### config.mk
export PLATFORM = sky130hd
export DESIGN_NAME = bus_arbiter
export DESIGN_NICKNAME = d
export VERILOG_FILES = /design/src/rtl/bus_arbiter.sv
export SDC_FILE = /design/constraint.sdc
export NUM_CORES = 1
export LEC_CHECK = 0
export ABC_CLOCK_PERIOD_IN_PS = 2500
export CAP_MARGIN = 20
export CORE_MARGIN = 1.5
export CORE_UTILIZATION = 41
export CTS_BUF_LIST = sky130_fd_sc_hd__clkbuf_4 sky130_fd_sc_hd__clkbuf_8
export CTS_CLUSTER_SIZE = 12
export DETAILED_ROUTE_END_ITERATION = 8
export MAX_ROUTING_LAYER = met4
export PLACE_DENSITY = 0.83
export SLEW_MARGIN = 5
export SYNTH_ARGS = -nofsm -noshare
export SYNTH_HDL_FRONTEND = slang
export SYNTH_SLANG_ARGS = --single-unit
### constraint.sdc
create_clock -name clk -period 2.5 [get_ports clk]
set_input_delay 0.25 -clock clk [delete_from_list [all_inputs] [get_ports clk]]
set_output_delay 0.25 -clock clk [all_outputs]
set_load 0.005 [all_outputs]
### src/rtl/bus_arbiter.sv
// rtl/bus_arbiter.sv - two-master round-robin arbiter and sequencer for the shared slave bus
module bus_arbiter #(
   parameter int TIMEOUT = 16,
   parameter int CW      = 5
) (
   input  logic        clk,
   input  logic        rst,
   input  logic        m1_req,
   input  logic        m1_valid,
   input  logic        m1_mode,
   input  logic [15:0] m1_addr,
   input  logic [7:0]  m1_wdata,
   input  logic        m2_req,
   input  logic        m2_valid,
   input  logic        m2_mode,
   input  logic [15:0] m2_addr,
   input  logic [7:0]  m2_wdata,
   output logic        m1_grant,
   output logic        m2_grant,
   output logic        m1_ready,
   output logic        m2_ready,
   output logic [7:0]  m_rdata,
   output logic        m_err,
   output logic        mode,
   output logic [15:0] addr,
   output logic [7:0]  wdata,
   output logic        valid,
   output logic        s1,
   output logic        s2,
   output logic        s3,
   input  logic [7:0]  s1_rdata,
   input  logic [7:0]  s2_rdata,
   input  logic [7:0]  s3_rdata,
   input  logic        s1_ready,
   input  logic        s2_ready,
   input  logic        s3_ready
);

   typedef enum logic [1:0] {IDLE, ADDR, ACCESS, RESP} state_t;

   localparam logic          LP_M1   = 1'b0;
   localparam logic          LP_M2   = 1'b1;
   localparam logic [CW-1:0] LP_LAST = CW'(TIMEOUT - 1);
   localparam logic [CW-1:0] LP_SAT  = {CW{1'b1}};

   state_t        r_state, w_state_nxt;
   logic          r_owner, w_owner_nxt;
   logic          r_last, w_last_nxt;
   logic [CW-1:0] r_cnt, w_cnt_nxt;
   logic          r_mode, w_mode_nxt;
   logic [15:0]   r_addr, w_addr_nxt;
   logic [7:0]    r_wdata, w_wdata_nxt;
   logic [7:0]    r_rdata, w_rdata_nxt;
   logic          r_err, w_err_nxt;

   logic          w_own_req;
   logic          w_own_valid;
   logic          w_own_mode;
   logic [15:0]   w_own_addr;
   logic [7:0]    w_own_wdata;
   logic [2:0]    w_dec;
   logic          w_dec_ok;
   logic          w_in_access;
   logic [2:0]    w_sel;
   logic          w_sel_ready;
   logic [7:0]    w_sel_rdata;
   logic          w_cnt_last;
   logic [CW-1:0] w_cnt_inc;

   // View of the current owner's request fields
   assign w_own_req   = (r_owner == LP_M2) ? m2_req   : m1_req;
   assign w_own_valid = (r_owner == LP_M2) ? m2_valid : m1_valid;
   assign w_own_mode  = (r_owner == LP_M2) ? m2_mode  : m1_mode;
   assign w_own_addr  = (r_owner == LP_M2) ? m2_addr  : m1_addr;
   assign w_own_wdata = (r_owner == LP_M2) ? m2_wdata : m1_wdata;

   // Slave decode from the latched bus address high nibble
   always_comb begin
      w_dec = 3'b000;
      case (r_addr[15:12])
         4'h0:    w_dec = 3'b001;
         4'h1:    w_dec = 3'b010;
         4'h2:    w_dec = 3'b100;
         default: w_dec = 3'b000;
      endcase
   end

   // Read data of the decoded slave
   always_comb begin
      w_sel_rdata = 8'h00;
      if (w_dec[0])
         w_sel_rdata = s1_rdata;
      else if (w_dec[1])
         w_sel_rdata = s2_rdata;
      else if (w_dec[2])
         w_sel_rdata = s3_rdata;
   end

   assign w_dec_ok    = |w_dec;
   assign w_in_access = (r_state == ACCESS);
   assign w_sel       = w_in_access ? w_dec : 3'b000;
   assign w_sel_ready = |(w_dec & {s3_ready, s2_ready, s1_ready});
   assign w_cnt_last  = (r_cnt == LP_LAST);
   assign w_cnt_inc   = (r_cnt == LP_SAT) ? r_cnt : r_cnt + CW'(1);

   // Next state, owner choice, bus latch and response capture; counter clears on any transition
   always_comb begin
      w_state_nxt = r_state;
      w_owner_nxt = r_owner;
      w_last_nxt  = r_last;
      w_cnt_nxt   = '0;
      w_mode_nxt  = r_mode;
      w_addr_nxt  = r_addr;
      w_wdata_nxt = r_wdata;
      w_rdata_nxt = r_rdata;
      w_err_nxt   = r_err;
      case (r_state)
         IDLE: begin
            if (m1_req || m2_req) begin
               w_state_nxt = ADDR;
               if (m1_req && m2_req)
                  w_owner_nxt = ~r_last;
               else
                  w_owner_nxt = m2_req ? LP_M2 : LP_M1;
            end
         end
         ADDR: begin
            if (w_own_valid) begin
               w_state_nxt = ACCESS;
               w_mode_nxt  = w_own_mode;
               w_addr_nxt  = w_own_addr;
               w_wdata_nxt = w_own_wdata;
            end else if (!w_own_req) begin
               w_state_nxt = IDLE;
            end else if (w_cnt_last) begin
               w_state_nxt = RESP;
               w_rdata_nxt = 8'h00;
               w_err_nxt   = 1'b1;
            end else begin
               w_cnt_nxt = w_cnt_inc;
            end
         end
         ACCESS: begin
            if (!w_dec_ok) begin
               w_state_nxt = RESP;
               w_rdata_nxt = 8'h00;
               w_err_nxt   = 1'b1;
            end else if (w_sel_ready) begin
               w_state_nxt = RESP;
               w_rdata_nxt = w_sel_rdata;
               w_err_nxt   = 1'b0;
            end else if (w_cnt_last) begin
               w_state_nxt = RESP;
               w_rdata_nxt = 8'h00;
               w_err_nxt   = 1'b1;
            end else begin
               w_cnt_nxt = w_cnt_inc;
            end
         end
         RESP: begin
            w_state_nxt = IDLE;
            w_last_nxt  = r_owner;
         end
         default: w_state_nxt = IDLE;
      endcase
   end

   // State and datapath registers; last_grant resets to M2 so M1 wins the first tie
   always_ff @(posedge clk or posedge rst) begin
      if (rst) begin
         r_state <= IDLE;
         r_owner <= LP_M1;
         r_last  <= LP_M2;
         r_cnt   <= '0;
         r_mode  <= 1'b0;
         r_addr  <= 16'h0000;
         r_wdata <= 8'h00;
         r_rdata <= 8'h00;
         r_err   <= 1'b0;
      end else begin
         r_state <= w_state_nxt;
         r_owner <= w_owner_nxt;
         r_last  <= w_last_nxt;
         r_cnt   <= w_cnt_nxt;
         r_mode  <= w_mode_nxt;
         r_addr  <= w_addr_nxt;
         r_wdata <= w_wdata_nxt;
         r_rdata <= w_rdata_nxt;
         r_err   <= w_err_nxt;
      end
   end

   assign m1_grant = (r_state != IDLE) && (r_owner == LP_M1);
   assign m2_grant = (r_state != IDLE) && (r_owner == LP_M2);
   assign m1_ready = (r_state == RESP) && (r_owner == LP_M1);
   assign m2_ready = (r_state == RESP) && (r_owner == LP_M2);
   assign m_rdata  = r_rdata;
   assign m_err    = r_err;
   assign mode     = r_mode;
   assign addr     = r_addr;
   assign wdata    = r_wdata;
   assign valid    = w_in_access && w_dec_ok;
   assign s1       = w_sel[0];
   assign s2       = w_sel[1];
   assign s3       = w_sel[2];

endmodule

# Word-level counts from Yosys, hierarchy flattened

Index checks and enable logic that the tools add are counted.

Add/sub/neg operators: 1
Equality and inequality tests: 10
Muxes and demuxes: 38
Bitwise operators: 3
Reduce and logical (&&, ||, !) cells: 16

Operator list:

| kind                                          | count |
|---|---|
| 2-to-1 mux 8 bit                              | 9 |
| 2-to-1 mux 5 bit                              | 6 |
| 2-to-1 mux 16 bit                             | 1 |
| one-hot mux 8 bit (2 select lines)            | 1 |
| 2-to-1 mux 2 bit                              | 6 |
| 2-to-1 mux 1 bit                              | 10 |
| one-hot mux 5 bit (2 select lines)            | 1 |
| one-hot mux 3 bit (3 select lines)            | 1 |
| one-hot mux 2 bit (4 select lines)            | 1 |
| logical AND 1 bit                             | 6 |
| != test 2 bit, second input constant          | 3 |
| OR reduction 3 bit                            | 2 |
| adder 5 x 1 -> 5 bit, second input constant   | 1 |
| == test 5 x 4 -> 1 bit, second input constant | 1 |
| == test 5 bit, second input constant          | 1 |
| == test 2 bit, second input constant          | 2 |
| == test 4 x 1 -> 1 bit, second input constant | 1 |
| == test 4 x 2 -> 1 bit, second input constant | 1 |
| logical NOT 4 bit                             | 1 |
| AND reduction 2 bit                           | 2 |
| nonzero test 2 bit                            | 2 |
| AND 3 bit                                     | 1 |
| 2-to-1 mux 3 bit                              | 1 |
| AND reduction 3 bit                           | 1 |
| 5 further kinds                               | 6 |

Bits in registers: 43
Bits of input ports: 83
Output and inout port bits: 42
Logic and storage cells: 77

# Longest topological paths before layout

Depth after elaboration: 8
Gate-level depth with buffers: 7
Mapped depth without buffers: 6

# Worst setup path after synthesis

No wires, ideal clock.

Path type: reg-to-reg
Start: reg r_state[0]
End: reg r_err (netlist: m_err)
Library setup time: 0.119 ns
Arrival time: 1.726 ns
Data required time: 2.381 ns
Slack: 0.655 ns
Stages on the path, launching flop included: 7
Buffers on the path: 1
Period minus slack after synthesis: 1.845 ns
Cell sequence: dfrtp_1 inv_1 ha_1 or3b_1 buf_2 nor4_4 o21ba_1

Longest elaborated chain between the ends: 3
Elaborated cells on any way between the ends: 7
Those cells by class: eq/ne: 4; mux: 1; reduce/logical: 2

RTL lines:

| item                                                                 | RTL line | text |
|---|---|---|
| from (decl)                                                          | 46       | `state_t r_state, w_state_nxt;` |
| from (signal assigned)                                               | 181      | `r_state <= w_state_nxt;` |
| == test 2 x 1 -> 1 bit / == test 2 bit (equally long branches)       | 117      | `case (r_state)` |
| != test 2 bit (no line) / nonzero test 2 bit (equally long branches) | n/a      |  |
| AND reduction 3 bit (no line)                                        | n/a      |  |
| to (signal assigned)                                                 | 189      | `r_err <= w_err_nxt;` |
| to (decl)                                                            | 54       | `logic r_err, w_err_nxt;` |

Parallel ways exist; a longest one is shown, timed or not.
A chain may end at the register's enable or synchronous reset.

# Worst setup path in the final report

Start: reg r_state[0]
End: out s2

Longest elaborated chain between the ends: 2

RTL lines:

| item             | RTL line | text |
|---|---|---|
| == test 2 bit    | 100      | `assign w_in_access = (r_state == ACCESS);` |
| 2-to-1 mux 3 bit | 101      | `assign w_sel = w_in_access ? w_dec : 3'b000;` |
| to (decl)        | 29       | `output logic s2,` |

Every way passes these cells.

==> impl_metrics.py <==
metrics = {
    "worst_hold_path": {
        "hold_path_class": "primary input to asynchronous set/reset pin",
    },
    "routing": {
        "drc": 0,
        "wire_per_inst_um": 14.05,
        "drt_wl_total_um": 6085,
        "avgViaCountPerCell": 5.113,
        "ant_nets": 0,
        "initialDrtViolationCount": 94,
        "via_count": 2214,
        "first_pass_iters": 4,
    },
    "placed_design": {
        "numPortBuffers": 124,
        "dpl.hpwl_um": 4751,
        "place_area_mm2": 0.003705,
        "dp.cells": 424,
        "place.gp.congestion": 0.8357,
        "place_ws_ps": 220.5,
    },
    "timing": {
        "max_slew_margin_pct": 63.12,
        "worstMarginPinSlew_ps": 553.2,
        "rsz0062_at_grt": "false",
        "fin_skew_ps": 4.730,
        "max_freq_ghz": 0.4212,
        "final-setup-viol-count": 0,
        "hold_viol_final": 0,
        "fin_setup_tns_ps": 0,
        "period_share_pct": 94.96,
        "worst_slack_ps": 125.9,
        "fin_crit_ps": 2374,
        "drv_slew": 0,
    },
    "grt": {
        "grt_pass1_wl_um": 10230,
        "grt_max_degree": 44,
        "grt_pass1_vias": 2178,
        "grt_usage_pct": 21.09,
        "antenna_found_initial": 0,
        "gr-total-overflow": 0,
    },
    "cts": {
        "cts_buffers": 5,
        "cts.clk_slew.worst_paths_ps": 80,
        "cts_buffer_depth": 2,
        "cts_hold_buf": 0,
        "htree_num_levels": 2,
        "root_buffer": "clkbuf_8",
        "cts_tree": "built",
        "insertion_delay_ps": 290,
        "cts.sinks": 43,
    },
    "cells_and_area": {
        "fin_area_mm2": 0.003819,
        "final_util_pct": 68.51,
        "final_nets": 448,
        "instances_no_fill": 433,
        "drive_above_1_share_pct": 9.695,
        "area_growth_pct": 59.12,
        "antennaDiodeCount": 0,
    },
    "power_and_ir_drop": {
        "seqPwrFrac_pct": 34.2,
        "internal_power_uw": 2356,
        "peakVddDrop_mv": 0.4147,
        "power.leakage_uw": 0.001647,
        "p_clk_share_pct": 12.1,
        "comb_power_share_pct": 53.7,
        "power_density_mw_per_mm2": 960.5,
        "p_sw_uw": 1312,
        "swShare_pct": 35.76,
    },
    "synth": {
        "netlist_instances": 238,
        "avgSynthCellArea_um2": 10.08,
        "synth-seq-cells": 43,
        "ys_types": 44,
        "yosys_warnings": 0,
        "async_flop_share_pct": 100.0,
        "synth_flop_cell": "dfrtp_1",
        "synth_edf_count": 0,
        "ys_seq_area_share_pct": 44.89,
        "synth_area_mm2": 0.002400,
        "synth_fp_nets": 326,
    },
    "floorplan": {
        "fp.dieH_um": 79.51,
        "die-area_mm2": 0.006321,
        "ios": 125,
        "rows": 27,
        "start_util_pct": 43.05,
        "dieWidth_um": 79.51,
        "core_area_mm2": 0.005574,
    },
    "worst_setup_path": {
        "worstSetupEndpointType": "output port",
        "cp-start-kind": "register",
        "crit_required_ps": 2250,
        "arrival_ps": 2120,
        "crit_type": "register to output port",
        "worstPathMaxFanout": 6,
        "rr_worst_depth": 5,
    },
    "job": {
        "cap_violations": 0,
    },
    "outcome": {
        "status": "finished, final reports clean",
    },
}
## layer usage
| metal | global-route usage [%] | routed length (µm) |
|---|---|---|
| met5 | - | 0 |
| met4 | 4.211 | 49 |
| met2 | 35.59 | 3049 |
| met3 | 6.286 | 479 |
| met1 | 25.05 | 2507 |
## per-stage QoR
step | power [µW] | hold slack (ps)
floorplan | 2275 | 411.5
global placement | 3152 | 459.6
detailed placement | 3214 | 469.1
CTS | 3694 | 416.2
global route | 3958 | 459.1
finish | 3668 | 396.8
## critical path: stages, from the launching register on
cell and delay (ps):
dfrtp_1 430, inv_2 110, ha_4 160, or3b_4 420, nor3b_1 180, clkdlybuf4s50_1 530
## repair_timing
action,in CTS,in global routing
buffers inserted,1,0
cloned,0,0
gates resized for setup,2,3
endpoints found under the setup margin,4,4
endpoints found under the hold margin,0,0
## final cells by class
cell class / count / area (µm²)
Sequential cell: 43 / 1079
Timing Repair Buffer: 130 / 1289
Inverter: 3 / 11.26
Clock inverter: 1 / 5.005
Tap cell: 72 / 90.09
Fill cell: 469 / 1755
Multi-Input combinational cell: 177 / 1261
Clock buffer: 7 / 83.83
## logic make-up after synthesis
kind of cell | count (synthesis) | share of synthesized area, %
AO/OA/AOI/OAI | 56 | 14.76
XOR/XNOR | 1 | 0.3650
adder cells (fa/ha/maj) | 5 | 2.607
buffers and inverters | 18 | 3.180
flip-flops | 43 | 44.89
multiplexers | 39 | 16.53
AND/OR/NAND/NOR | 76 | 17.68
## synthesized netlist by cell type (3+ instances only)
library cell  count  share of area [%]
a21oi_1           4               0.83
a22o_1            8                2.9
buf_2             4               0.83
clkbuf_1          9                1.4
dfrtp_1          42                 44
ha_1              5                2.6
inv_1             3               0.47
mux2_2            4                1.9
mux2i_1          34                 14
nand2_1          41                6.4
nor2_1            5               0.78
nor2b_1           4                1.0
nor3b_1           4                1.3
nor4b_2           3                1.9
o21ai_0          35                7.3
## state kept, by name, indices dropped and copies added (netlist names)
register / cells
addr: 16
m_err: 1
m_rdata: 8
mode: 1
r_cnt: 5
r_last: 1
r_owner: 1
r_state: 2
wdata: 8
## cells in the final DEF (no fill, tap or decap), drive strengths merged, types with 2 or more instances in the layout
cell	n
a21oi	4
a22o	8
a22oi	2
and2	2
buf	6
clkbuf	7
clkdlybuf4s50	123
dfrtp	42
ha	5
inv	3
mux2	5
mux2i	34
nand2	41
nand2b	2
nand3	3
nor2	6
nor2b	4
nor3	2
nor3b	4
nor4b	3
o21ai	35
## power groups by stage
stage / Sequential [µW] / Clock (µW) / Combinational, µW
finish: 1250 / 443 / 1970
global route: 1300 / 479 / 2170
global placement: 1240 / 0 / 1910
CTS: 1250 / 459 / 1980
detailed placement: 1260 / 0 / 1950
floorplan: 1180 / 0 / 1090
## worst paths after layout
| path | startpoint | end | slack (ps) |
|---|---|---|---|
| min reg2reg | wdata[2] | wdata[2] | 480 |
| max in group asynchronous | rst | r_owner | 1690 |
| min in group clk | wdata[2] | wdata[2] | 480 |
| min | rst | wdata[5] | 400 |
| max reg2reg | r_state[1] | m_rdata[7] | 470 |
| max | r_state[0] | s2 | 130 |
(Power assumes the default switching activity.)
